===== config.mk =====
export PLATFORM = sky130hd
export DESIGN_NAME = raid_block_sequencer_flat
export DESIGN_NICKNAME = d
export VERILOG_FILES = /design/src/rtl/raid_pkg.sv /design/src/rtl/raid_block_sequencer_if.sv /design/src/rtl/raid_block_sequencer_disk_cursor.sv /design/src/rtl/raid_block_sequencer.sv /design/src/flat_wrapper.sv
export SDC_FILE = /design/constraint.sdc
export NUM_CORES = 1
export LEC_CHECK = 0
export BUFFER_PORTS_ARGS = -buffer_cell sky130_fd_sc_hd__buf_2
export CAP_MARGIN = 20
export CORE_ASPECT_RATIO = 0.5
export CORE_UTILIZATION = 54
export DETAILED_ROUTE_END_ITERATION = 8
export PLACE_DENSITY = 0.8
export SLEW_MARGIN = 0
export SYNTH_ARGS = -nofsm -noshare
export SYNTH_HDL_FRONTEND = slang
export SYNTH_SLANG_ARGS = --single-unit

===== constraint.sdc =====
create_clock -name clk -period 2.2 [get_ports clk]
set_input_delay 0.66 -clock clk [delete_from_list [all_inputs] [get_ports clk]]
set_output_delay 0.66 -clock clk [all_outputs]
set_load 0.02 [all_outputs]

===== src/rtl/raid_pkg.sv =====
// Shared RAID5 controller types: sequencer states, sweep modes
// and the default geometry also used by the disk controller.
package raid_pkg;

    localparam int DEF_ADDR_W    = 11;
    localparam int DEF_NUM_DISKS = 4;

    localparam logic MODE_CLEAR   = 1'b0;
    localparam logic MODE_RESTORE = 1'b1;

    typedef enum logic [1:0] {
        IDLE,
        RUN,
        FINISH
    } seq_state_t;

endpackage


===== src/rtl/raid_block_sequencer_if.sv =====
// Operation channel from the block sequencer to the per-disk
// access controller (valid/ready handshake plus payload).
interface raid_block_sequencer_if #(
    parameter int ADDR_W = 11,
    parameter int DISK_W = 2
);
    logic              op_valid;
    logic              op_ready;
    logic [ADDR_W-1:0] op_block;
    logic [DISK_W-1:0] op_disk;
    logic              op_wr;
    logic [DISK_W-1:0] parity_disk;

    modport master (
        output op_valid, op_block, op_disk, op_wr, parity_disk,
        input  op_ready
    );

    modport slave (
        input  op_valid, op_block, op_disk, op_wr, parity_disk,
        output op_ready
    );
endinterface


===== src/rtl/raid_block_sequencer_disk_cursor.sv =====
// Per-block disk walker: ordered disk index with failed-disk skip,
// RESTORE write phase, last-op flag and rotating parity counter.
module disk_cursor
    import raid_pkg::*;
#(
    parameter int NUM_DISKS = DEF_NUM_DISKS,
    parameter int DISK_W    = $clog2(NUM_DISKS)
) (
    input  logic              clk,
    input  logic              n_rst,
    input  logic              load,
    input  logic              adv,
    input  logic              mode,
    input  logic [DISK_W-1:0] fail_disk,
    input  logic [DISK_W-1:0] parity_init,
    output logic [DISK_W-1:0] disk,
    output logic [DISK_W-1:0] parity,
    output logic              wr,
    output logic              last_op
);

    logic              mode_q, mode_d;
    logic              wr_q, wr_d;
    logic [DISK_W-1:0] fail_q, fail_d;
    logic [DISK_W-1:0] disk_q, disk_d;
    logic [DISK_W-1:0] par_q, par_d;
    logic [DISK_W-1:0] first;
    logic [DISK_W:0]   cand;

    // Next read candidate, stepping over the disk being rebuilt
    always_comb begin
        first = '0;
        if (mode_q == MODE_RESTORE && fail_q == '0) begin
            first = DISK_W'(1);
        end
        cand = {1'b0, disk_q} + (DISK_W+1)'(1);
        if (cand == {1'b0, fail_q}) begin
            cand = cand + (DISK_W+1)'(1);
        end
        if (mode_q == MODE_RESTORE) begin
            last_op = wr_q;
        end else begin
            last_op = (disk_q == DISK_W'(NUM_DISKS - 1));
        end
    end

    always_comb begin
        mode_d = mode_q;
        fail_d = fail_q;
        disk_d = disk_q;
        par_d  = par_q;
        wr_d   = wr_q;
        if (load) begin
            mode_d = mode;
            fail_d = fail_disk;
            wr_d   = (mode == MODE_CLEAR);
            disk_d = '0;
            if (mode == MODE_RESTORE && fail_disk == '0) begin
                disk_d = DISK_W'(1);
            end
            par_d = parity_init;
        end else if (adv) begin
            if (last_op) begin
                disk_d = first;
                wr_d   = (mode_q == MODE_CLEAR);
                if (par_q == '0) begin
                    par_d = DISK_W'(NUM_DISKS - 1);
                end else begin
                    par_d = par_q - DISK_W'(1);
                end
            end else if (mode_q == MODE_CLEAR) begin
                disk_d = disk_q + DISK_W'(1);
            end else if (cand < (DISK_W+1)'(NUM_DISKS)) begin
                disk_d = cand[DISK_W-1:0];
            end else begin
                disk_d = fail_q;
                wr_d   = 1'b1;
            end
        end
    end

    always_ff @(posedge clk or negedge n_rst) begin
        if (!n_rst) begin
            mode_q <= MODE_CLEAR;
            fail_q <= '0;
            disk_q <= '0;
            par_q  <= '0;
            wr_q   <= 1'b0;
        end else begin
            mode_q <= mode_d;
            fail_q <= fail_d;
            disk_q <= disk_d;
            par_q  <= par_d;
            wr_q   <= wr_d;
        end
    end

    assign disk   = disk_q;
    assign parity = par_q;
    assign wr     = wr_q;

endmodule


===== src/rtl/raid_block_sequencer.sv =====
// Clear/restore sweep sequencer: walks blocks start..last and
// issues one disk operation per handshake on the op channel.
module raid_block_sequencer
    import raid_pkg::*;
#(
    parameter int ADDR_W    = DEF_ADDR_W,
    parameter int NUM_DISKS = DEF_NUM_DISKS,
    parameter int DISK_W    = $clog2(NUM_DISKS)
) (
    input  logic              clk,
    input  logic              n_rst,
    input  logic              start,
    input  logic              abort,
    input  logic              mode,
    input  logic [ADDR_W-1:0] start_block,
    input  logic [ADDR_W-1:0] last_block,
    input  logic [DISK_W-1:0] fail_disk,
    raid_block_sequencer_if.master op,
    output logic              busy,
    output logic              done,
    output logic              aborted,
    output logic              range_err
);

    seq_state_t        state_q, state_d;
    logic [ADDR_W-1:0] block_q, block_d;
    logic [ADDR_W-1:0] last_q, last_d;
    logic              abt_q, abt_d;
    logic              rng_q, rng_d;
    logic              load, adv, last_op;
    logic [DISK_W-1:0] parity_init;

    // Parity sits on the highest disk for block 0 and rotates down
    assign parity_init = DISK_W'(ADDR_W'(NUM_DISKS - 1)
                         - (start_block % ADDR_W'(NUM_DISKS)));

    always_comb begin
        state_d = state_q;
        block_d = block_q;
        last_d  = last_q;
        abt_d   = abt_q;
        rng_d   = rng_q;
        load    = 1'b0;
        adv     = 1'b0;
        unique case (state_q)
            IDLE: begin
                if (start) begin
                    abt_d = 1'b0;
                    if (start_block <= last_block) begin
                        state_d = RUN;
                        block_d = start_block;
                        last_d  = last_block;
                        rng_d   = 1'b0;
                        load    = 1'b1;
                    end else begin
                        state_d = FINISH;
                        rng_d   = 1'b1;
                    end
                end
            end
            RUN: begin
                adv = op.op_ready;
                if (op.op_ready && last_op) begin
                    if (block_q == last_q) begin
                        state_d = FINISH;
                    end else begin
                        block_d = block_q + ADDR_W'(1);
                    end
                end
                if (abort) begin
                    state_d = FINISH;
                    abt_d   = 1'b1;
                end
            end
            FINISH: state_d = IDLE;
            default: state_d = IDLE;
        endcase
    end

    always_ff @(posedge clk or negedge n_rst) begin
        if (!n_rst) begin
            state_q <= IDLE;
            block_q <= '0;
            last_q  <= '0;
            abt_q   <= 1'b0;
            rng_q   <= 1'b0;
        end else begin
            state_q <= state_d;
            block_q <= block_d;
            last_q  <= last_d;
            abt_q   <= abt_d;
            rng_q   <= rng_d;
        end
    end

    disk_cursor #(
        .NUM_DISKS(NUM_DISKS),
        .DISK_W   (DISK_W)
    ) u_cursor (
        .clk        (clk),
        .n_rst      (n_rst),
        .load       (load),
        .adv        (adv),
        .mode       (mode),
        .fail_disk  (fail_disk),
        .parity_init(parity_init),
        .disk       (op.op_disk),
        .parity     (op.parity_disk),
        .wr         (op.op_wr),
        .last_op    (last_op)
    );

    assign op.op_valid = (state_q == RUN);
    assign op.op_block = block_q;
    assign busy        = (state_q == RUN);
    assign done        = (state_q == FINISH);
    assign aborted     = done & abt_q;
    assign range_err   = done & rng_q;

endmodule


===== src/flat_wrapper.sv =====
// flat-port wrapper written by rule: the top's interface ports become plain ports
module raid_block_sequencer_flat import raid_pkg::*;
#(
    parameter int ADDR_W    = DEF_ADDR_W,
    parameter int NUM_DISKS = DEF_NUM_DISKS,
    parameter int DISK_W    = $clog2(NUM_DISKS)
)
  (clk, n_rst, start, abort, mode, start_block, last_block, fail_disk, busy, done, aborted, range_err, op_op_valid, op_op_block, op_op_disk, op_op_wr, op_parity_disk, op_op_ready);
  raid_block_sequencer_if #(.ADDR_W(ADDR_W), .DISK_W(DISK_W)) op_i ();
  input  logic clk;
  input  logic n_rst;
  input  logic start;
  input  logic abort;
  input  logic mode;
  input  logic [ADDR_W-1:0] start_block;
  input  logic [ADDR_W-1:0] last_block;
  input  logic [DISK_W-1:0] fail_disk;
  output logic busy;
  output logic done;
  output logic aborted;
  output logic range_err;
  output wire logic [$bits(op_i.op_valid)-1:0] op_op_valid;
  output wire logic [$bits(op_i.op_block)-1:0] op_op_block;
  output wire logic [$bits(op_i.op_disk)-1:0] op_op_disk;
  output wire logic [$bits(op_i.op_wr)-1:0] op_op_wr;
  output wire logic [$bits(op_i.parity_disk)-1:0] op_parity_disk;
  input wire logic [$bits(op_i.op_ready)-1:0] op_op_ready;
  assign op_op_valid = op_i.op_valid;
  assign op_op_block = op_i.op_block;
  assign op_op_disk = op_i.op_disk;
  assign op_op_wr = op_i.op_wr;
  assign op_parity_disk = op_i.parity_disk;
  assign op_i.op_ready = op_op_ready;
  raid_block_sequencer #(.ADDR_W(ADDR_W), .NUM_DISKS(NUM_DISKS), .DISK_W(DISK_W)) u_core (.clk(clk), .n_rst(n_rst), .start(start), .abort(abort), .mode(mode), .start_block(start_block), .last_block(last_block), .fail_disk(fail_disk), .op(op_i), .busy(busy), .done(done), .aborted(aborted), .range_err(range_err));
endmodule

==> impl_summary.log, run 1 <==
INFO  metric outcome = finished with violations
INFO  metric failed_checks = setup timing
INFO  metric slew_headroom = 0.479
INFO  metric hold_viol_final = 0
INFO  metric syn-cell-area = 0.00230 mm²
INFO  metric synth_top_area_share = 0.370
INFO  metric crit_path_max_incr_delay = 0.36 ns
INFO  metric path_class = in2reg
INFO  metric cts_tree = done
INFO  metric finish.cell_count_without_fillers = 380
INFO  metric rows = 16
INFO  metric synthDominantAreaCellType = dfrtp_1
INFO  metric synth.distinct_cells = 52
INFO  metric max_clock_freq = roughly 450 MHz
INFO  metric drt_iter0_markers = 201
INFO  metric routabilityCongestion = 0.905
INFO  metric timing.critical_path.fanout_max = 6
INFO  metric maxCapViolCount = 0
INFO  metric route.vias.total = 2338
INFO  metric synthToLayoutAreaGrowth = 28.5%
INFO  metric track_usage = 0.311
INFO  metric core_area = 0.00398 mm²
INFO  metric cts_htree_levels = 2
INFO  metric seq_total_area_yosys = 0.370
INFO  metric synth-edff-count = 0
INFO  metric power-per-cell-area = 1250 mW/mm²
INFO  metric tritoncts_num_sinks = 34
INFO  metric worst_slew_pin_slew = 0.782 ns
INFO  metric ant_nets = 0
INFO  metric hold_buffers = 0
INFO  metric synthArstFlopShare = 1.00
INFO  metric average_routed_wire_per_standard_cell = 17.9 µm
INFO  metric placedInstanceArea = around 0.0028 mm²
INFO  metric least_setup_slack_across_all_paths_after_layout = -0.0164 ns
INFO  metric antenna_found_initial = 0
INFO  metric arrival_time_worst_endpoint = between 2 and 2.5 ns
INFO  metric detailedRoute.firstPassIterationCount = 5
INFO  metric grt_start_max_net_pins = 35
INFO  metric leakagePower = 0.00135 µW
INFO  metric synth_cells = 255
INFO  metric finish.utilization = 0.742
INFO  metric critical_path.cell_chain = buf_2, inv_1, ha_4, and3_4, o21ai_0, a21oi_2, o21a_4, nor2_4, buf_6, o32a_2
INFO  metric final.setup_skew = 0.00639 ns
INFO  metric critical_path_required = 2.37 ns
INFO  metric die_area = around 0.0045 mm²
INFO  metric cp-end-kind = register
INFO  metric most_common_library_cell_in_the_layout_ignoring_fill_and_taps = buf_2
INFO  metric post-route-cell-area = 0.00295 mm²
INFO  metric layout_min_cycle_time = 2.22 ns
INFO  metric start_util = 0.577
INFO  metric share_of_cells_above_drive_strength_1 = 0.353
INFO  metric detail_route.drc_violations = 0
INFO  metric synth-seq-cells = 34
INFO  metric portBuffers = 50
INFO  metric place_inst = 370
INFO  metric post_synth.cell_area_avg = 9.02 µm²
INFO  metric total_overflow_reported_by_the_global_router = 0
INFO  metric grt_first_pass_wirelength = 9940 µm
INFO  metric ios = between 50 and 60
INFO  metric clk-insertion-delay-late = 0.29 ns
INFO  metric ys.flop_type = dfrtp_1
INFO  metric cp_slowest_cell = o32a_2
INFO  metric report.final.setup_viol = 2
INFO  metric ys_top_cells_by_area = dfrtp_1 (37%), ha_1 (8.2%), o21ai_0 (5.2%)
INFO  metric clock_buffers_created_by_tritoncts = 5
INFO  metric hold_path.class = in2async
INFO  metric die_w = between 90 and 100 µm
INFO  metric startpoint_type = input pin
INFO  metric layout_worst_path_cycle_share = 1.01
INFO  metric clk_path_buf_depth = 2
INFO  metric antenna_cells = 0
INFO  metric slew_viol_final = 0
INFO  metric synthesis.nets = 300
INFO  metric synth_warnings = 0
INFO  metric worst_ir_drop_vdd = 0.715 mV
INFO  metric die-height = 48.1 µm
INFO  metric postRouteWirelength = 6800 µm
INFO  metric cts_root_buf = clkbuf_8
INFO  metric first_global_vias = 2034
INFO  metric clk_pin_slew_worst_paths = 0.08 ns
INFO  metric layout.cells.most_common_list = buf_2 (50), dfrtp_1 (34), o21ai_0 (24)
INFO  metric power_after_layout = 3700 µW
INFO  metric detail_route.vias_per_cell = 6.15
INFO  metric detailedPlacementHpwl = 4870 µm
INFO  metric final_net_count = 370
synthesized netlist by cell type (5+ instances only):
master and n:
dfrtp_1 34, o21ai_0 24, inv_1 19, ha_1 15, nand2_1 15, nor2_1 13
a21oi_1 12, xnor2_1 11, nand3_1 9, nor3_1 8, o22ai_1 8, and3_1 7
a31oi_1 6, clkbuf_1 5, nand4_1 5, o31ai_1 5
cell type report:
cell class	instances	area (µm²)
clock buffer	7	86.3
clock inverter	1	5.00
fill	288	1030
tap	54	67.6
multi-input combinational	189	1410
timing repair buffer	75	458
sequential	34	851
inverter	20	75.1
through the flow:
stage / setup TNS (ns) / hold WS, ns / setup slack, ns
floorplan: 0 / 0.364 / 0.000350
finish: -0.0231 / 0.429 / -0.0164
global route: -0.185 / 0.504 / -0.0576
CTS: 0 / 0.470 / 0.00973
global placement: -2.24 / 0.456 / -0.189
detailed placement: -4.37 / 0.467 / -0.277
path summary, 6_finish.rpt:
| path | from | end | slack (ns) | cells past startpoint |
|---|---|---|---|---|
| max | last_block[10] | u_core.op.op_block[7] | -0.02 | 10 |
| min | n_rst | u_core.last_q[4] | 0.43 | 1 |
| max reg2reg | u_core.u_cursor.disk[1] | u_core.op.op_block[7] | 0.21 | 8 |
| min reg2reg | u_core.state_q[1] | u_core.state_q[1] | 0.48 | 1 |
| max in group asynchronous | n_rst | u_core.u_cursor.disk[0] | 1.25 | 1 |
| min in group clk | u_core.state_q[1] | u_core.state_q[1] | 0.48 | 1 |
power breakdown:
part | internal, µW | leakage (µW) | total [µW] | switching [µW]
registers | 916 | 0.000411 | 1270 | 359
logic | 834 | 0.000894 | 1930 | 1090
clock network | 253 | 0.0000482 | 499 | 246
total | 2000 | 0.00135 | 3700 | 1700
flip-flops by register name (all words and copies together) (netlist names):
register and cells:
u_core.u_cursor.parity 2, u_core.u_cursor.mode_q 1, u_core.last_q 11, u_core.rng_q 1, u_core.op.op_block 11, u_core.u_cursor.fail_q 2, u_core.state_q 2, u_core.u_cursor.disk 2
u_core.abt_q 1, u_core.u_cursor.wr 1
critical path: cells and delay by family:
kind | cells | cell delay (ns)
adders and majority gates | 1 | 0.29
and+or+nand+nor | 2 | 0.27
AOI/OAI and AO/OA | 4 | 0.86
buffers and inverters | 3 | 0.29
logic make-up after synthesis:
logic type	after synthesis	synth area share
XOR/XNOR	13	0.0495
AO/OA/AOI/OAI	84	0.248
multiplexers	5	0.0239
adder cells (fa/ha/maj)	15	0.0816
flip-flops	34	0.370
buffers and inverters	33	0.0669
AND/OR/NAND/NOR	71	0.160
metal layers:
layer | GRT usage | part of all wire | vias up
met1 | 0.417 | 0.42 | 1093
met4 | 0.0954 | 0.011 | 0
met5 | 0 | 0 | -
met2 | 0.516 | 0.46 | 147
li1 | - | - | 1083
met3 | 0.0763 | 0.12 | 15
what timing repair did:
action                                  CTS  global route
endpoints found under the setup margin    1            11
pin swaps                                 1             6
gates cloned                              0             1
buffers inserted                          0             1
resized for setup                         0            12
Note: power is estimated with default switching activity, not from simulation.
==> run 2, diff against run 1 <==
==> constraint.sdc (replaced) <==
create_clock -name clk -period 2.2 [get_ports clk]
set_input_delay 0.44 -clock clk [delete_from_list [all_inputs] [get_ports clk]]
set_output_delay 0.44 -clock clk [all_outputs]
set_load 0.02 [all_outputs]
==> run 2 against run 1 <==
  * The flow now finishes without violations
  * Via count shrank 2.8%
  * Highest routed layer unchanged
  * Routed wire length shrank 7.7%
  * Largest power group unchanged
  * Maximum frequency grew 7.4%
==> impl_summary.log, run 2 (synthesized netlist as in run 1, its figures left out) <==
INFO  metric outcome = complete, no violations (was finished with violations)
INFO  metric power_after_layout = 3610 µW (was 3700 µW)
INFO  metric track_usage = 0.288 (was 0.311)
INFO  metric portBuffers = 50 (unchanged)
INFO  metric postRouteWirelength = 6280 µm (was 6800 µm)
INFO  metric final_net_count = 360 (was 370)
INFO  metric timing.critical_path.fanout_max = 6 (unchanged)
INFO  metric detail_route.drc_violations = 0 (unchanged)
INFO  metric clk-insertion-delay-late = 0.30 ns (was 0.29 ns)
INFO  metric antenna_found_initial = 0 (unchanged)
INFO  metric slew_viol_final = 0 (unchanged)
INFO  metric layout.cells.most_common_list = buf_2 (50), dfrtp_1 (34), o21ai_0 (24) (unchanged)
INFO  metric r2r.worst_path.cells = 7 (was 8)
INFO  metric routabilityCongestion = 0.848 (was 0.905)
INFO  metric r2r_end = u_core.op.op_block[0] (was u_core.op.op_block[7])
INFO  metric cts_htree_levels = 2 (unchanged)
INFO  metric grt_first_pass_wirelength = 9410 µm (was 9940 µm)
INFO  metric placement.setup.worst_slack = -0.0737 ns (was -0.277 ns)
INFO  metric arrival_time_worst_endpoint = 2.25 ns (was 2.39 ns)
INFO  metric cts_root_buf = clkbuf_8 (unchanged)
INFO  metric die_w = 94.3 µm (unchanged)
INFO  metric maxCapViolCount = 0 (unchanged)
INFO  metric startpoint_type = register (was input pin)
INFO  metric start_util = 0.577 (unchanged)
INFO  metric worst_slew_pin_slew = 0.806 ns (was 0.782 ns)
INFO  metric ant_nets = 0 (unchanged)
INFO  metric drt_iter0_markers = 202 (was 201)
INFO  metric first_global_vias = 1931 (was 2034)
INFO  metric die_area = 0.00454 mm² (unchanged)
INFO  metric rows = 16 (unchanged)
INFO  metric totalNegativeSetupSlack = 0 ns (was -0.0231 ns)
INFO  metric setup.reg_to_reg.worst_slack = 0.14 ns (was 0.21 ns)
INFO  metric hold_viol_final = 0 (unchanged)
INFO  metric clock_buffers_created_by_tritoncts = 5 (unchanged)
INFO  metric clk_pin_slew_worst_paths = 0.08 ns (about the same)
INFO  metric antenna_cells = 0 (unchanged)
INFO  metric ios = 51 (unchanged)
INFO  metric share_of_cells_above_drive_strength_1 = 0.288 (was 0.353)
INFO  metric hold_path.class = in2async (unchanged)
INFO  metric postCtsSetupRepairBufs = 0 (unchanged)
INFO  metric cp-end-kind = register (unchanged)
INFO  metric detail_route.vias_per_cell = 6.14 (was 6.15)
INFO  metric final.setup_skew = 0.00325 ns (was 0.00639 ns)
INFO  metric synthToLayoutAreaGrowth = 19.7% (was 28.5%)
INFO  metric core_area = 0.00398 mm² (unchanged)
INFO  metric route.vias.total = 2272 (was 2338)
INFO  metric layout_min_cycle_time = 2.06 ns (was 2.22 ns)
INFO  metric detailedPlacementHpwl = 4690 µm (was 4870 µm)
INFO  metric report.final.setup_viol = 0 (was 2)
INFO  metric worst_hold_slack = 0.222 ns (was 0.429 ns)
INFO  metric grt_start_max_net_pins = 35 (unchanged)
INFO  metric number_of_fillers_in_the_final_layout = 326 (was 288)
INFO  metric worst_ir_drop_vdd = 0.721 mV (was 0.715 mV)
INFO  metric average_routed_wire_per_standard_cell = 17.0 µm (was 17.9 µm)
INFO  metric die-height = 48.1 µm (unchanged)
INFO  metric max_clock_freq = 484 MHz (was 451 MHz)
INFO  metric critical_path_required = 2.38 ns (was 2.37 ns)
INFO  metric detailedRoute.firstPassIterationCount = 5 (unchanged)
INFO  metric r2r-start = u_core.u_cursor.disk[1] (unchanged)
INFO  metric path_class = reg2reg (was in2reg)
INFO  metric least_setup_slack_across_all_paths_after_layout = 0.136 ns (was -0.0164 ns)
INFO  metric hold_buffers = 0 (unchanged)
INFO  metric clk_path_buf_depth = 2 (unchanged)
INFO  metric leakagePower = 0.00130 µW (was 0.00135 µW)
INFO  metric total_overflow_reported_by_the_global_router = 0 (unchanged)
INFO  metric most_common_library_cell_in_the_layout_ignoring_fill_and_taps = buf_2 (unchanged)
INFO  metric power-per-cell-area = 1310 mW/mm² (was 1250 mW/mm²)
INFO  metric cts_tree = done (unchanged)
INFO  metric layout_worst_path_cycle_share = 0.938 (was 1.01)
INFO  metric tritoncts_num_sinks = 34 (unchanged)
INFO  metric cts-resized-gates = 0 (unchanged)
INFO  metric grt_setup_unrepaired = false
INFO  metric slew_headroom = 0.463 (was 0.479)
## run 2: cell count changes in the layout (fill, tap and decap cells not counted), moves of 2 or more
cell	before	now
ha_4	6	0
inv_1	15	19
buf_6	2	0
inv_2	5	1
buf_4	22	16
a21oi_2	4	2
ha_1	9	15
a21oi_1	10	12
## run 2: metal layers
layer	up-vias	GRT usage	routed length [µm]
li1	1051	-	-
met1	1088	0.419	2870
met2	114	0.433	2720
met3	19	0.0514	568
met4	0	0.120	126
met5	-	0	0
## run 2: where the power goes
| part | switching [µW] | internal, µW |
|---|---|---|
| Sequential | 350 | 915 |
| Combinational | 1050 | 794 |
| Clock | 255 | 252 |
| Total | 1650 | 1960 |
## run 2: cell type report
cell class                 instances  area (µm²)  share of cell area
inverter                          20        75.1              0.0273
clock inverter                     2        12.5             0.00454
timing repair buffer              66         370               0.134
tap                               54        67.6              0.0245
sequential                        34         851               0.309
clock buffer                       6        82.6              0.0300
multi-input combinational        188        1290               0.470
## run 2: worst max path at each step
stage | cells past startpoint | from | endpoint
4_1_cts | 7 | u_core.u_cursor.disk[1] | u_core.op.op_block[0]
3_3_place_gp | 10 | last_block[6] | u_core.op.op_block[5]
5_1_grt | 7 | u_core.u_cursor.disk[1] | u_core.op.op_block[3]
6_report | 7 | u_core.u_cursor.disk[1] | u_core.op.op_block[0]
2_1_floorplan | 9 | last_block[6] | u_core.op.op_block[0]
3_5_place_dp | 9 | start_block[6] | u_core.op.op_block[5]
## run 2: metrics by stage
step	cell area [µm²]	util	cells
final	2750	0.691	370
after global routing	2750	0.691	370
after CTS	2750	0.691	370
after detailed placement	2660	0.667	362
after global placement	2660	0.667	362
after floorplan	2300	-	255
## run 2: critical path, cell delays in order, from the launching register on
cell and delay (ns):
dfrtp_1 0.44, ha_1 0.32, inv_1 0.10, o21ai_2 0.20, nand3_1 0.25, nor2_1 0.20, a21oi_2 0.08, a221o_1 0.36
